<file path="config.mk">
export PLATFORM = sky130hd
export DESIGN_NAME = mcu_bram_stream_reader
export DESIGN_NICKNAME = d
export VERILOG_FILES = /design/src/rtl/mcu_bram_stream_reader.sv
export SDC_FILE = /design/constraint.sdc
export NUM_CORES = 1
export LEC_CHECK = 0
export BUFFER_PORTS_ARGS = -buffer_cell sky130_fd_sc_hd__clkbuf_2
export CAP_MARGIN = 20
export CORE_UTILIZATION = 30
export CTS_CLUSTER_DIAMETER = 80
export DETAILED_ROUTE_END_ITERATION = 8
export MAX_ROUTING_LAYER = met4
export PLACE_DENSITY = 0.47
export RECOVER_POWER = 100
export SLEW_MARGIN = 0
export SYNTH_ARGS = -nofsm -noshare
export SYNTH_HDL_FRONTEND = slang
export SYNTH_SLANG_ARGS = --single-unit
</file>
<file path="constraint.sdc">
create_clock -name fsm_clk -period 10.7 [get_ports fsm_clk]
set_input_delay 2.14 -clock fsm_clk [delete_from_list [all_inputs] [get_ports fsm_clk]]
set_output_delay 2.14 -clock fsm_clk [all_outputs]
set_load 0.03 [all_outputs]
</file>
<file path="src/rtl/mcu_bram_stream_reader.sv">
// mcu_bram_stream_reader
// Reads a contiguous block of BRAM words and streams them on an AXI-Stream
// master. A read is only issued when the words already in flight plus the
// words parked in the output FIFO leave room for it, so a returning word
// always finds a free FIFO slot.

module mcu_bram_stream_reader #(
  parameter int BRAM_VALID_SIG = 1,
  parameter int READ_LATENCY   = 1,
  parameter int DATA_WIDTH     = 16,
  parameter int ADDR_WIDTH     = 32,
  parameter int FIFO_DEPTH     = 4
) (
  input  logic                  fsm_clk,
  input  logic                  rst_n,
  input  logic                  op_start,
  input  logic [ADDR_WIDTH-1:0] op_base_addr,
  input  logic [ADDR_WIDTH:0]   op_size,
  output logic                  op_busy,
  output logic                  op_done,
  output logic                  op_error,
  output logic                  bram_en,
  output logic [ADDR_WIDTH-1:0] bram_addr,
  input  logic [DATA_WIDTH-1:0] bram_rddata,
  input  logic                  bram_rdack,
  output logic [DATA_WIDTH-1:0] m_axis_tdata,
  output logic                  m_axis_tvalid,
  input  logic                  m_axis_tready,
  output logic                  m_axis_tlast
);

  localparam int PTR_W = $clog2(FIFO_DEPTH);
  localparam int CNT_W = PTR_W + 1;
  localparam logic [CNT_W:0] DEPTH_C = (CNT_W+1)'(FIFO_DEPTH);
  // One past the highest addressable word, held wide enough to never wrap.
  localparam logic [ADDR_WIDTH+1:0] ADDR_SPAN = {2'b01, {ADDR_WIDTH{1'b0}}};

  typedef enum logic [2:0] {
    S_IDLE  = 3'd0,
    S_ISSUE = 3'd1,
    S_DRAIN = 3'd2,
    S_DONE  = 3'd3,
    S_ERR   = 3'd4
  } state_t;

  state_t state_r, state_nxt_s;

  logic [ADDR_WIDTH-1:0]   base_r;
  logic [ADDR_WIDTH:0]     size_r;
  logic [ADDR_WIDTH:0]     issued_r;
  logic [ADDR_WIDTH:0]     sent_r;
  logic [ADDR_WIDTH:0]     last_idx_s;
  logic [CNT_W-1:0]        inflight_r;
  logic [CNT_W-1:0]        fifo_count_r;
  logic [PTR_W-1:0]        wr_ptr_r;
  logic [PTR_W-1:0]        rd_ptr_r;
  logic [DATA_WIDTH-1:0]   mem_r [FIFO_DEPTH];
  logic [READ_LATENCY-1:0] ret_sr_r;
  logic                    op_error_r;

  logic                    ret_raw_s;
  logic                    ret_valid_s;
  logic                    spurious_s;
  logic                    credit_ok_s;
  logic                    issue_s;
  logic                    push_s;
  logic                    pop_s;
  logic                    tvalid_s;
  logic                    last_hs_s;
  logic                    flush_s;
  logic                    start_bad_s;
  logic [ADDR_WIDTH+1:0]   end_addr_s;

  // Datapath qualifiers shared by the FSM, counters and FIFO.
  always_comb begin
    end_addr_s  = {2'b00, op_base_addr} + {1'b0, op_size};
    start_bad_s = (op_size == '0) || (end_addr_s > ADDR_SPAN);
    last_idx_s  = size_r - (ADDR_WIDTH+1)'(1);
    ret_raw_s   = (BRAM_VALID_SIG != 0) ? bram_rdack : ret_sr_r[READ_LATENCY-1];
    ret_valid_s = ret_raw_s && (inflight_r != '0);
    spurious_s  = (BRAM_VALID_SIG != 0) && bram_rdack && (inflight_r == '0) &&
                  (state_r != S_IDLE) && (state_r != S_ERR);
    credit_ok_s = ({1'b0, inflight_r} + {1'b0, fifo_count_r}) < DEPTH_C;
    issue_s     = (state_r == S_ISSUE) && (issued_r < size_r) && credit_ok_s;
    push_s      = ret_valid_s && ((state_r == S_ISSUE) || (state_r == S_DRAIN));
    tvalid_s    = (fifo_count_r != '0);
    pop_s       = tvalid_s && m_axis_tready;
    last_hs_s   = pop_s && (sent_r == last_idx_s);
    flush_s     = (state_nxt_s == S_ERR);
  end

  // Next-state logic.
  always_comb begin
    state_nxt_s = state_r;
    case (state_r)
      S_IDLE: begin
        if (op_start) begin
          if (start_bad_s) begin
            state_nxt_s = S_ERR;
          end else begin
            state_nxt_s = S_ISSUE;
          end
        end else begin
          state_nxt_s = S_IDLE;
        end
      end
      S_ISSUE: begin
        if (spurious_s) begin
          state_nxt_s = S_ERR;
        end else if (issue_s && (issued_r == last_idx_s)) begin
          state_nxt_s = S_DRAIN;
        end else begin
          state_nxt_s = S_ISSUE;
        end
      end
      S_DRAIN: begin
        if (spurious_s) begin
          state_nxt_s = S_ERR;
        end else if (last_hs_s) begin
          state_nxt_s = S_DONE;
        end else begin
          state_nxt_s = S_DRAIN;
        end
      end
      S_DONE: begin
        if (spurious_s) begin
          state_nxt_s = S_ERR;
        end else begin
          state_nxt_s = S_IDLE;
        end
      end
      S_ERR: begin
        // Stay until every outstanding read has come back and been dropped.
        if (inflight_r == '0) begin
          state_nxt_s = S_IDLE;
        end else begin
          state_nxt_s = S_ERR;
        end
      end
      default: state_nxt_s = S_IDLE;
    endcase
  end

  // State register and the one-cycle error pulse raised on entry to ERR.
  always_ff @(posedge fsm_clk or negedge rst_n) begin
    if (!rst_n) begin
      state_r    <= S_IDLE;
      op_error_r <= 1'b0;
    end else begin
      state_r    <= state_nxt_s;
      op_error_r <= (state_nxt_s == S_ERR) && (state_r != S_ERR);
    end
  end

  // Transfer descriptor and issue/send progress counters.
  always_ff @(posedge fsm_clk or negedge rst_n) begin
    if (!rst_n) begin
      base_r   <= '0;
      size_r   <= '0;
      issued_r <= '0;
      sent_r   <= '0;
    end else if ((state_r == S_IDLE) && op_start && !start_bad_s) begin
      base_r   <= op_base_addr;
      size_r   <= op_size;
      issued_r <= '0;
      sent_r   <= '0;
    end else begin
      if (issue_s) begin
        issued_r <= issued_r + (ADDR_WIDTH+1)'(1);
      end
      if (pop_s && !flush_s) begin
        sent_r <= sent_r + (ADDR_WIDTH+1)'(1);
      end
    end
  end

  // Outstanding-read counter and fixed-latency return tracker.
  always_ff @(posedge fsm_clk or negedge rst_n) begin
    if (!rst_n) begin
      inflight_r <= '0;
      ret_sr_r   <= '0;
    end else begin
      ret_sr_r <= (ret_sr_r << 1) | READ_LATENCY'(issue_s);
      case ({issue_s, ret_valid_s})
        2'b10:   inflight_r <= inflight_r + CNT_W'(1);
        2'b01:   inflight_r <= inflight_r - CNT_W'(1);
        default: inflight_r <= inflight_r;
      endcase
    end
  end

  // FIFO pointers and occupancy; an error flushes everything queued.
  always_ff @(posedge fsm_clk or negedge rst_n) begin
    if (!rst_n) begin
      wr_ptr_r     <= '0;
      rd_ptr_r     <= '0;
      fifo_count_r <= '0;
    end else if (flush_s) begin
      wr_ptr_r     <= '0;
      rd_ptr_r     <= '0;
      fifo_count_r <= '0;
    end else begin
      if (push_s) begin
        wr_ptr_r <= wr_ptr_r + PTR_W'(1);
      end
      if (pop_s) begin
        rd_ptr_r <= rd_ptr_r + PTR_W'(1);
      end
      case ({push_s, pop_s})
        2'b10:   fifo_count_r <= fifo_count_r + CNT_W'(1);
        2'b01:   fifo_count_r <= fifo_count_r - CNT_W'(1);
        default: fifo_count_r <= fifo_count_r;
      endcase
    end
  end

  // FIFO storage; contents are only visible while the FIFO is non-empty.
  always_ff @(posedge fsm_clk) begin
    if (push_s) begin
      mem_r[wr_ptr_r] <= bram_rddata;
    end
  end

  // Output drive, all derived from registered state.
  always_comb begin
    op_busy       = (state_r != S_IDLE);
    op_done       = (state_r == S_DONE);
    op_error      = op_error_r;
    bram_en       = issue_s;
    bram_addr     = issue_s ? (base_r + issued_r[ADDR_WIDTH-1:0]) : '0;
    m_axis_tvalid = tvalid_s;
    m_axis_tdata  = tvalid_s ? mem_r[rd_ptr_r] : '0;
    m_axis_tlast  = tvalid_s && (sent_r == last_idx_s);
  end

endmodule

</file>
After elaboration in Yosys (flattened, before gate mapping). Memory sizes are Yosys's and may differ from the RTL's. Cells that the tools add are included.

Equal/unequal tests: 12. $add $sub $neg: 12. Reductions and logical operators: 31. Multiplexer cells: 24. Order comparisons: 3.

Operators with widths (count): $mux W33 (4); $add A33 B1 Y33 const B (2); $eq A33 B33 Y1 (2); $add A32 B33 Y34 (1); $gt A34 B33 Y1 const B (1); $logic_not A33 Y1 (1); $lt A33 B33 Y1 (1); $sub A33 B1 Y33 const B (1); $add A32 B32 Y32 (1); $mux W32 (1); $mux W3 (7); $mux W16 (1); $logic_and A1 B1 Y1 (15); $pmux W3 S5 (1); $pmux W3 S2 (2); $reduce_bool A3 Y1 (4); $mux W2 (5); $reduce_bool A2 Y1 (5); $add A3 B1 Y3 const B (2); $eq A3 B2 Y1 const B (2); $eq A3 B3 Y1 const B (2); $logic_not A3 Y1 (2); $sub A3 B1 Y3 const B (2); $add A2 B1 Y2 const B (2); 9 further kinds (15).

Memories: 1. Word-level logic and storage cells: 93. Output and inout bits: 54. Input port bits: 86. Memory bits (writable): 64. Flip-flop bits (word level): 145.

Memory list: mem_r (words 4, width 16, rd ports 1, clocked after memory_dff 0, write ports 1, RTL line 57) `logic [DATA_WIDTH-1:0] mem_r [FIFO_DEPTH];`.

Depth between registers and ports, before layout. Gate-level depths: netlist of run 1.

Depth in word-level cells: 12. Mapped depth: 19. Mapped depth without buffers: 17.

Least setup slack after synthesis of run 1. No wires, ideal clock.

Path kind: input to register. From: input port op_base_addr[0]. To: register base_r[10]. Setup slack: 4.365 ns. Stages: 15. Arrival time: 6.210 ns. Data required time: 10.575 ns. Library setup time: 0.125 ns. Path buffers: 2. Path through: ha_1 -> inv_1 -> fa_1 -> nand2b_1 -> a211oi_1 -> o2111ai_2 -> a21oi_1 -> mux2_1 -> or4b_1 -> or4_4 -> nor4_1 -> or2_2 -> buf_2 -> buf_2 -> mux2_2.

Word-level cells in the longest chain between the ends: 5.

Ends and longest elaborated chain: from (decl) (RTL line 17) `input logic [ADDR_WIDTH-1:0] op_base_addr,`; $add A32 B33 Y34 (RTL line 76) `end_addr_s = {2'b00, op_base_addr} + {1'b0, op_size};`; $gt A34 B33 Y1 (RTL line 77) `start_bad_s = (op_size == '0) || (end_addr_s > ADDR_SPAN);`; $logic_or A1 B1 Y1 (RTL line 77); $logic_not A1 Y1 (RTL line 162) `end else if ((state_r == S_IDLE) && op_start && !start_bad_s) begin`; $logic_and A1 B1 Y1 (RTL line 162); to (signal assigned) (RTL line 163) `base_r <= op_base_addr;`; to (decl) (RTL line 48) `logic [ADDR_WIDTH-1:0] base_r;`.

No other way between the ends. A chain may end at the register's enable or synchronous reset.

Final worst setup path of run 1.
From: input port op_size[0]. To: register sent_r[1].

Word-level cells in the longest chain between the ends: 10. Elaborated cells on any way between the ends: 14. Those cells by class: add/sub: 1; order compare: 1; eq/ne: 1; mux: 4; reduce/logical: 7.

Ends and longest elaborated chain: from (decl) (RTL line 18) `input logic [ADDR_WIDTH:0] op_size,`; $add A32 B33 Y34 (RTL line 76); $gt A34 B33 Y1 (RTL line 77); $logic_or A1 B1 Y1 (*) (RTL line 77); $mux W3 (RTL line 98) `if (start_bad_s) begin`; $mux W3 (RTL line 97) `if (op_start) begin`; $pmux W3 S5 (RTL line 95) `case (state_r)`; $eq A3 B3 Y1 (RTL line 89) `flush_s = (state_nxt_s == S_ERR);`; $logic_not A1 Y1 (RTL line 171) `if (pop_s && !flush_s) begin`; $logic_and A1 B1 Y1 (RTL line 171); $reduce_bool A2 Y1 (no line); to (signal assigned) (RTL line 172) `sent_r <= sent_r + (ADDR_WIDTH+1)'(1);`; to (decl) (RTL line 51) `logic [ADDR_WIDTH:0] sent_r;`.

Mark *: on every way between the ends. The rest lies on a longest branch, timed or not.

==> results.tsv, run 1 <==
metric	value	unit
outcome	complete, but fails checks	
failing checks	max-capacitance violations, max-slew violations	
Vias/cell	5.42	
final count of hold timing violations	0	
FFs w/ async S/R, synth	0.694	
total power per unit cell area	216	mW/mm^2
post-CTS setup buffers	0	
dominant cell type by area after synthesis	dfrtp_1	
Seq/Total Area, Yosys	0.357	
layout cells sized above 1	0.102	
P_leak	6.92	nW
share of the synthesized area in the top cell type	0.233	
Placed Instance Area	0.0169	sq mm
count of cell types in the netlist	79	
H-tree Lvls	1	
Worst path slowest cell	nor4_1	
max incr delay on CP	1.39	ns
CTS tree	done	
row count	83	
min Tclk post-route	8.32	ns
initial core utilization	0.304	
Synthesis Warnings	0	
Die W	230	um
Syn Area/Cell	9.21	sq um
Inserted Clock Buffers	26	
Tot Pwr	3.81	mW
Post-Syn Instances	1687	
count leader, synth	dfrtp_1	
Adder-Cell Fraction of Synth Area	0.0905	
worst min path class	reg2reg	
Top FF cell, synth	dfrtp_1	
Worst-Skew Late Latency	0.56	ns
clk slew on worst S/H paths	0.06	ns
via count	13500	
Nets	1988	
P&R area growth vs syn	13.4	%
CP most frequent cell	clkbuf_1	
ANT cells	0	
CTS root buf	clkbuf_16	
CTS resizes	0	
clk buf depth	3	
cts hold-fix bufs	0	
Synth area leaders	dfrtp_1 (23%), edfxtp_1 (12%), ha_1 (8.5%), xnor2_1 (6.4%), a21oi_1 (3.5%)	
Cell Chain, Critical Path	clkbuf_1, ha_1, inv_1, fa_1, nand2b_1, a211oi_1, o2111ai_1, a21oi_1, mux2_1, or4b_1, or4_1, nor4_1, nor2_2, clkbuf_1, nor3_1, mux2i_1	
overflow left after global routing	0	
CP top delay family	simple AND/OR/NAND/NOR gates	
unrepaired setup endpoints after global routing	false	
first-pass GRT wire length	81.9	mm
EDFF count, synth	64	
I/O pin count	140	
largest net degree at the start of global routing	78	
WL final	53.2	mm
Worst VDD drop	0.128	mV
worst-margin pin slew	4.46	ns
Design Area, Final	0.0176	sq mm
syn_nets	1883	
Critical Path RT	11.16	ns
Mapped Area	0.0155	sq mm
final setup vio count	0	
Post-Synth Simple-Gate Area	0.208	
commonest cells in the synthesized netlist	dfrtp_1 (145), nand2_1 (132), nor2_1 (120)	
largest family of logic cells by synthesized area	simple AND/OR/NAND/NOR gates	
# clock sinks	209	
CP Max Fanout	51	
Compound-Gate Fraction of Synth Area	0.161	
post-synthesis mux area share	0.0536	
Slew HR	-1.97	
1st-pass router iterations	5	
drt first-iter violations	1024	
core area	0.0512	sq mm
Final Util	0.344	
Avg WL per Cell	21.3	um
Setup crit end kind	flip-flop	
critical path class	in2reg	
count of pins over their slew limit	137	
gp weighted congestion	0.939	
skew final	0.0213	ns
crit start category	primary input	
number of remaining DRC errors	0	
CP Data Arrival Time	8.79	ns
initial antenna violation count	0	
post-route setup TNS	0	ns
post-route ant nets	0	
GRT Total Usage	0.206	
FMAX	0.120	GHz
PortBufs	139	
chip height	230	um
full die area	0.0527	sq mm
Inst Count DP	2443	
number of max-cap violations	3	
HPWL after DPL	41.2	mm
Post-Layout Cell Count	2492	
WP buf/inv	3	
Yosys reg bits	209	
Synth Area in XOR/XNOR	0.0903	
fraction of the cycle the final worst path needs	0.778	
vias in the first global route	13400	
-- through the flow --
| step | hold WS [ns] | setup slack [ns] |
|---|---|---|
| after global placement | 0.504 | 2.76 |
| after floorplan | 0.482 | 4.36 |
| after CTS | 0.527 | 3.24 |
| after detailed placement | 0.510 | 2.67 |
| final | 0.516 | 2.38 |
| after global routing | 0.537 | 1.89 |
-- power by group --
group | internal (mW) | switching, mW
Sequential | 0.996 | 0.206
Clock | 0.563 | 0.379
Combinational | 0.646 | 1.02
-- cells by family (layout without fill, tap and decap cells) --
family,Yosys count,after routing
compound gates,391,391
xor+xnor,157,157
fa+ha+maj,110,110
buf+inv,145,270
flops,209,209
mux,59,59
simple gates,616,616
-- placed cells by master, fill, tap and decap left out, types with 33 or more instances in the layout --
master / n
nand4_1: 54
nor3_1: 40
clkbuf_1: 83
mux2_2: 33
nor4_1: 37
a21oi_1: 110
clkbuf_2: 67
dfrtp_1: 145
nand2_1: 132
edfxtp_1: 64
ha_1: 106
xnor2_1: 113
inv_1: 70
nand3_1: 46
nor2_1: 120
xor2_1: 42
o21ai_0: 90
or4_1: 34
-- worst register-to-register path, stage by stage, from the launching register on --
cell       delay [ns]
dfrtp_1          0.41
inv_1            0.13
ha_1             0.30
nor2b_1          0.13
o21a_1           0.16
o21a_1           0.16
o21ai_0          0.19
a21oi_1          0.14
o41ai_1          0.56
a2111oi_0        0.21
o21ai_1          0.17
clkbuf_1         0.41
nand2_1          0.82
clkbuf_1         0.57
ha_1             0.38
inv_1            0.07
fa_1             0.40
o21ai_0          0.18
-- sequential cells by signal, summed over array words and instances, names as in the netlist --
| name | flops |
|---|---|
| mem_r | 64 |
| issued_r | 33 |
| sent_r | 33 |
| size_r | 33 |
| base_r | 32 |
| fifo_count_r | 3 |
| inflight_r | 3 |
| state_r | 3 |
| rd_ptr_r | 2 |
| wr_ptr_r | 2 |
| op_error | 1 |
-- layout make-up --
cell class,count,area [sq um]
flip-flops and latches,209,5550
repair buffers,152,686
clock inverters,17,220
multi-input cells,1333,9360
well taps,680,851
inverters,70,263
clock buffers,31,689
fillers,5306,33600
-- worst paths after layout --
path | start | end | slack (ns) | depth (start not counted)
max | op_size[0] | sent_r[1] | 2.38 | 16
min | base_r[14] | base_r[14] | 0.52 | 1
max reg2reg | size_r[1] | inflight_r[1] | 5.23 | 17
min reg2reg | base_r[14] | base_r[14] | 0.52 | 1
max in group asynchronous | rst_n | issued_r[13] | 4.76 | 2
min in group asynchronous | rst_n | base_r[1] | 3.18 | 1
-- routing by layer --
metal | track usage | vias up | part of all wire
met1 | 0.273 | 6656 | 0.46
met5 | - | - | 0
li1 | - | 6468 | -
met3 | 0.0189 | 71 | 0.036
met4 | 0.0629 | 0 | 0.028
met2 | 0.332 | 310 | 0.47
Note: power is estimated with default switching activity, not from simulation.
==> run 2, diff against run 1 <==
Settings changed: PLACE_DENSITY 0.47 to 0.49.
Clock period 10.7 ns to 6.8 ns, I/O delays scaled along.
==> run 2 against run 1 <==
  * The run still ends with max-capacitance violations, max-slew violations left
  * Clock power rose by 59%
  * Sequential power rose by 58%
  * Final cell count barely moved
  * Non-clock buffer count rose by 1
  * Critical path type unchanged
  * Largest power group unchanged
  * Highest routed layer unchanged
==> results.tsv, run 2 (synthesized netlist as in run 1, its figures left out) <==
metric	value	unit	change
Nets	1990		+0.10%
WL final	51.8	mm	-2.5%
CTS tree	done		
largest net degree at the start of global routing	87		+12%
Worst VDD drop	0.197	mV	+54%
reg2reg start	issued_r[1]		
I/O pin count	140		unchanged
chip height	230	um	unchanged
FMAX	0.155	GHz	
outcome	complete, but fails checks		
HP Start	base_r[23]		
vias in the first global route	13500		+0.66%
CTS root buf	clkbuf_16		
Worst path slowest cell	clkbuf_2		
Worst Reg-to-Reg Cells	15		-2
Critical Path RT	7.25	ns	-3.91 ns
r2r setup slk	1.75	ns	-3.48 ns
Reg with most FFs	mem_r		
critical path class	in2reg		
CP most frequent cell	clkbuf_2		
Vias/cell	5.44		+0.45%
fraction of the cycle the final worst path needs	0.946		
ANT cells	0		unchanged
Worst-Skew Late Latency	0.57	ns	about the same
H-tree Lvls	1		unchanged
clk slew on worst S/H paths	0.06	ns	about the same
most frequent cells in the layout	dfrtp_1 (145), nand2_1 (131), nor2_1 (120), xnor2_1 (113), a21oi_1 (110)		
final count of hold timing violations	0		unchanged
crit start category	primary input		
Hold Worst Slack	0.527	ns	+0.0111 ns
# clock sinks	209		unchanged
worst-margin pin slew	4.87	ns	+0.410 ns
1st-pass router iterations	5		unchanged
min Tclk post-route	6.43	ns	
Final Util	0.345		+0.000684
CTS resizes	0		unchanged
PortBufs	139		unchanged
count of pins over their slew limit	87		-36%
clk buf depth	3		unchanged
cts hold-fix bufs	0		unchanged
core area	0.0512	sq mm	unchanged
unrepaired setup endpoints after global routing	false		
Die W	230	um	unchanged
Slew HR	-2.25		-0.274
worst flop-to-flop path endpoint	inflight_r[1]		
total power per unit cell area	339	mW/mm^2	+57%
max reg flops	64		unchanged
Tot Pwr	5.98	mW	+57%
failing checks	max-capacitance violations, max-slew violations		
CP Data Arrival Time	6.88	ns	-1.91 ns
via count	13600		+0.53%
Avg WL per Cell	20.8	um	-2.5%
Inserted Clock Buffers	27		+3.8%
gp weighted congestion	0.945		+0.62%
final setup vio count	0		unchanged
GRT Total Usage	0.201		-0.00474
hold depth	1		unchanged
Setup crit end kind	flip-flop		
WHS Endpoint	base_r[23]		
initial antenna violation count	0		unchanged
full die area	0.0527	sq mm	unchanged
number of max-cap violations	1		-2
commonest non-fill, non-tap cell in the layout	dfrtp_1		
first-pass GRT wire length	80.2	mm	-2.1%
post-route setup TNS	0	ns	unchanged
overflow left after global routing	0		unchanged
number of remaining DRC errors	0		unchanged
HPWL after DPL	40.3	mm	-2.1%
layout cells sized above 1	0.105		+0.00375
row count	83		unchanged
Cell Chain, Critical Path	clkbuf_2, ha_1, inv_1, fa_1, nand2b_1, a211oi_1, o2111ai_1, a21oi_1, mux2_1, or4b_1, or4_4, nor4_1, clkbuf_1, or2_4, clkbuf_2, mux2_2		
WP buf/inv	4		+1
post-route ant nets	0		unchanged
initial core utilization	0.304		unchanged
CP top delay family	simple AND/OR/NAND/NOR gates		
drt first-iter violations	819		-20%
max incr delay on CP	0.95	ns	-0.44 ns
CP Max Fanout	63		+24%
post-CTS setup buffers	0		unchanged
skew final	0.0211	ns	-0.000186 ns
P_leak	6.94	nW	+0.21%
worst min path class	reg2reg		
P&R area growth vs syn	13.6	%	
-- run 2: cell type report --
class / count / area [sq um]
Fill cell: 5300 / 33500
Multi-Input combinational cell: 1333 / 9370
Sequential cell: 209 / 5550
Tap cell: 680 / 851
Clock buffer: 33 / 718
Timing Repair Buffer: 153 / 689
Inverter: 70 / 263
Clock inverter: 16 / 210
-- run 2: layer usage --
layer / up-vias / track usage / part of all wire
li1: 6484 / - / -
met1: 6658 / 0.261 / 0.45
met4: 0 / 0.0821 / 0.040
met2: 347 / 0.321 / 0.47
met5: - / - / 0
met3: 87 / 0.0202 / 0.045
-- run 2: metrics by stage --
stage | worst slack (ns) | area, sq um | std cells
2_1_floorplan | 1.24 | 15500 | 1687
3_3_place_gp | 0.540 | 16900 | 2445
3_5_place_dp | 0.430 | 16900 | 2445
4_1_cts | 0.447 | 17800 | 2494
5_1_grt | 0.141 | 17700 | 2494
6_report | 0.365 | 17700 | 2494
-- run 2: report_power, final --
| group | switching, mW | internal, mW | leakage [nW] | total, mW |
|---|---|---|---|---|
| combinational | 1.57 | 1.02 | 4.03 | 2.59 |
| sequential | 0.319 | 1.57 | 2.46 | 1.89 |
| clock | 0.590 | 0.909 | 0.448 | 1.50 |
| total | 2.48 | 3.49 | 6.94 | 5.98 |
-- run 2: how the worst max path moves through the flow --
stage,slack (ns),depth (start not counted),start,to
finish,0.37,16,op_size[0],base_r[27]
detailed placement,0.43,16,op_size[0],sent_r[5]
floorplan,1.24,15,op_base_addr[0],base_r[10]
CTS,0.45,14,issued_r[0],bram_addr[30]
global route,0.14,2,rst_n,issued_r[3]
global placement,0.54,16,op_size[0],sent_r[29]
-- run 2: worst reg2reg max path, stage by stage, from the launching register on --
cell and delay [ns]:
dfrtp_1 0.53, ha_1 0.30, nor2b_1 0.13, o21a_1 0.16
o21a_1 0.16, o21ai_0 0.23, a21oi_1 0.14, o41ai_1 0.62
a2111oi_0 0.23, o21ai_0 0.33, nand2_2 0.47, clkbuf_1 0.56
ha_1 0.41, inv_1 0.07, fa_1 0.41, o21ai_0 0.21
==> run 3, diff against run 2 <==
Settings changed: ABC_CLOCK_PERIOD_IN_PS set to 5200.
Clock period 6.8 ns to 5.2 ns, I/O delays scaled along.
==> run 3 against run 2 <==
  * The flow still finishes with violations (max-capacitance violations, max-slew violations)
  * Largest power group unchanged
  * Clock skew increased by 0.0086 ns
  * Global-route usage increased by 0.59 points
  * Wire length increased by 3.0%
  * Core utilization increased by 2.1 points
  * Largest cell class unchanged
  * Final cell count increased by 4.9%
  * Highest routed layer unchanged
  * Combinational power increased by 41%
  * Die area unchanged
  * Worst setup slack got worse by 0.25 ns
  * First-iteration DRC count decreased by 6.3%
  * Design area increased by 6.0%
  * Critical path depth decreased by 1
==> results.tsv, run 3 (synthesized netlist as in run 1, its figures left out) <==
metric	value	unit	change
drt first-iter violations	767		-6.3%
max reg flops	64		unchanged
largest net degree at the start of global routing	98		+13%
I/O pin count	140		unchanged
row count	83		unchanged
# clock sinks	209		unchanged
Design Area, Final	0.0187	sq mm	+6.0%
Die W	230	um	unchanged
Worst VDD drop	0.261	mV	+32%
post-layout worst setup margin	0.113	ns	-0.252 ns
Setup crit end kind	output port		
skew final	0.0298	ns	+0.00862 ns
final count of hold timing violations	0		unchanged
worst min path class	reg2reg		
Inst Count DP	2565		+4.9%
dpl ws	-0.301	ns	-0.731 ns
CP Max Fanout	11		-83%
unrepaired setup endpoints after global routing	true		
worst-margin pin slew	2.58	ns	-2.30 ns
worst flop-to-flop path endpoint	issued_r[31]		
vias in the first global route	14100		+4.1%
min Tclk post-route	5.09	ns	
total power per unit cell area	420	mW/mm^2	+24%
WL final	53.4	mm	+3.0%
Inserted Clock Buffers	25		-7.4%
initial antenna violation count	0		unchanged
final setup vio count	0		unchanged
via count	14100		+4.0%
overflow left after global routing	0		unchanged
FMAX	0.197	GHz	
1st-pass router iterations	5		unchanged
Post-Layout Cell Count	2615		+4.9%
Worst Reg-to-Reg Cells	15		unchanged
Worst-Skew Late Latency	0.57	ns	about the same
CP Data Arrival Time	4.05	ns	-2.83 ns
PortBufs	139		unchanged
gp weighted congestion	0.993		+5.1%
first-pass GRT wire length	83.0	mm	+3.5%
P_leak	7.67	nW	+11%
Avg WL per Cell	20.4	um	-1.8%
number of max-cap violations	2		+1
Placed Instance Area	0.0179	sq mm	+5.7%
Reg with most FFs	mem_r		
hold depth	1		unchanged
Hold Worst Slack	0.522	ns	-0.00537 ns
H-tree Lvls	1		unchanged
core area	0.0512	sq mm	unchanged
GRT Total Usage	0.207		+0.00586
clk buf depth	3		unchanged
Tot Pwr	7.86	mW	+31%
Slew HR	-0.717		+1.53
number of remaining DRC errors	0		unchanged
count of pins over their slew limit	129		+48%
chip height	230	um	unchanged
failing checks	max-capacitance violations, max-slew violations		
r2r setup slk	1.10	ns	-0.65 ns
P&R area growth vs syn	20.4	%	
full die area	0.0527	sq mm	unchanged
WHS Endpoint	base_r[2]		
post-route ant nets	0		unchanged
layout cells sized above 1	0.186		+0.0809
outcome	complete, but fails checks		
Nets	2111		+6.1%
critical path class	reg2out		
Fillers	5226		-1.4%
most frequent cells in the layout	dfrtp_1 (145), nand2_1 (131), nor2_1 (119), buf_4 (117), xnor2_1 (112)		
initial core utilization	0.304		unchanged
HP Start	base_r[2]		
clk slew on worst S/H paths	0.06	ns	about the same
Critical Path RT	4.16	ns	-3.09 ns
reg2reg start	issued_r[1]		
crit start category	flip-flop		
CTS root buf	clkbuf_16		
Vias/cell	5.40		-0.78%
CTS tree	done		
fraction of the cycle the final worst path needs	0.978		
HPWL after DPL	42.6	mm	+5.8%
commonest non-fill, non-tap cell in the layout	dfrtp_1		
## run 3: worst max path at each step
stage / from / end / slack, ns / depth (start not counted)
after floorplan: op_base_addr[0] / base_r[10] / 0.06 / 15
after global placement: op_base_addr[0] / sent_r[1] / -0.21 / 18
after detailed placement: op_base_addr[0] / sent_r[0] / -0.30 / 18
after CTS: size_r[18] / m_axis_tlast / 0.0005 / 10
after global routing: issued_r[1] / bram_addr[21] / -0.07 / 15
final: issued_r[1] / bram_addr[22] / 0.11 / 15
## run 3: layout make-up
cell class,instances,area (sq um),area share
Sequential cell,209,5550,0.297
Antenna cell,1,2.50,0.000134
Tap cell,680,851,0.0455
Multi-Input combinational cell,1333,9510,0.508
Clock buffer,31,668,0.0357
Inverter,70,263,0.0140
Clock inverter,15,149,0.00796
Timing Repair Buffer,276,1720,0.0917
## run 3: power by group
group	internal, mW	switching [mW]	leakage, nW
Combinational	1.51	2.14	4.81
Sequential	2.05	0.397	2.46
Clock	1.02	0.749	0.398
Total	4.58	3.28	7.67
## run 3: layer usage
layer,global-route usage,wire length (um),vias up
li1,-,-,6715
met1,0.269,23800,6976
met2,0.340,25700,346
met3,0.0156,2150,86
met4,0.0723,1730,0
met5,-,0,-
## run 3: what timing repair did
action                                  in CTS  in global routing
pin swaps                                    2                  5
hold buffers                                 0                  0
buffers inserted                             2                  1
endpoints found under the setup margin      18                 16
resized for setup                           16                 27
## run 3: metrics by stage
| step | setup TNS [ns] | util |
|---|---|---|
| global route | -0.442 | 0.365 |
| floorplan | 0 | - |
| detailed placement | -7.15 | 0.349 |
| global placement | -2.21 | 0.349 |
| finish | 0 | 0.366 |
| CTS | 0 | 0.366 |
## run 3: worst max-delay path, cell delays in order, from the launching register on
cell and delay [ns]:
dfrtp_1 0.40, buf_4 0.17, ha_1 0.26, nor2b_1 0.13, o21a_1 0.16, o21a_1 0.16
o21ai_0 0.22, a21oi_1 0.14, o41ai_2 0.37, buf_4 0.18, a2111oi_0 0.09, o21ai_1 0.26
nand2_4 0.18, buf_4 0.26, nor2_1 0.25, buf_2 0.26
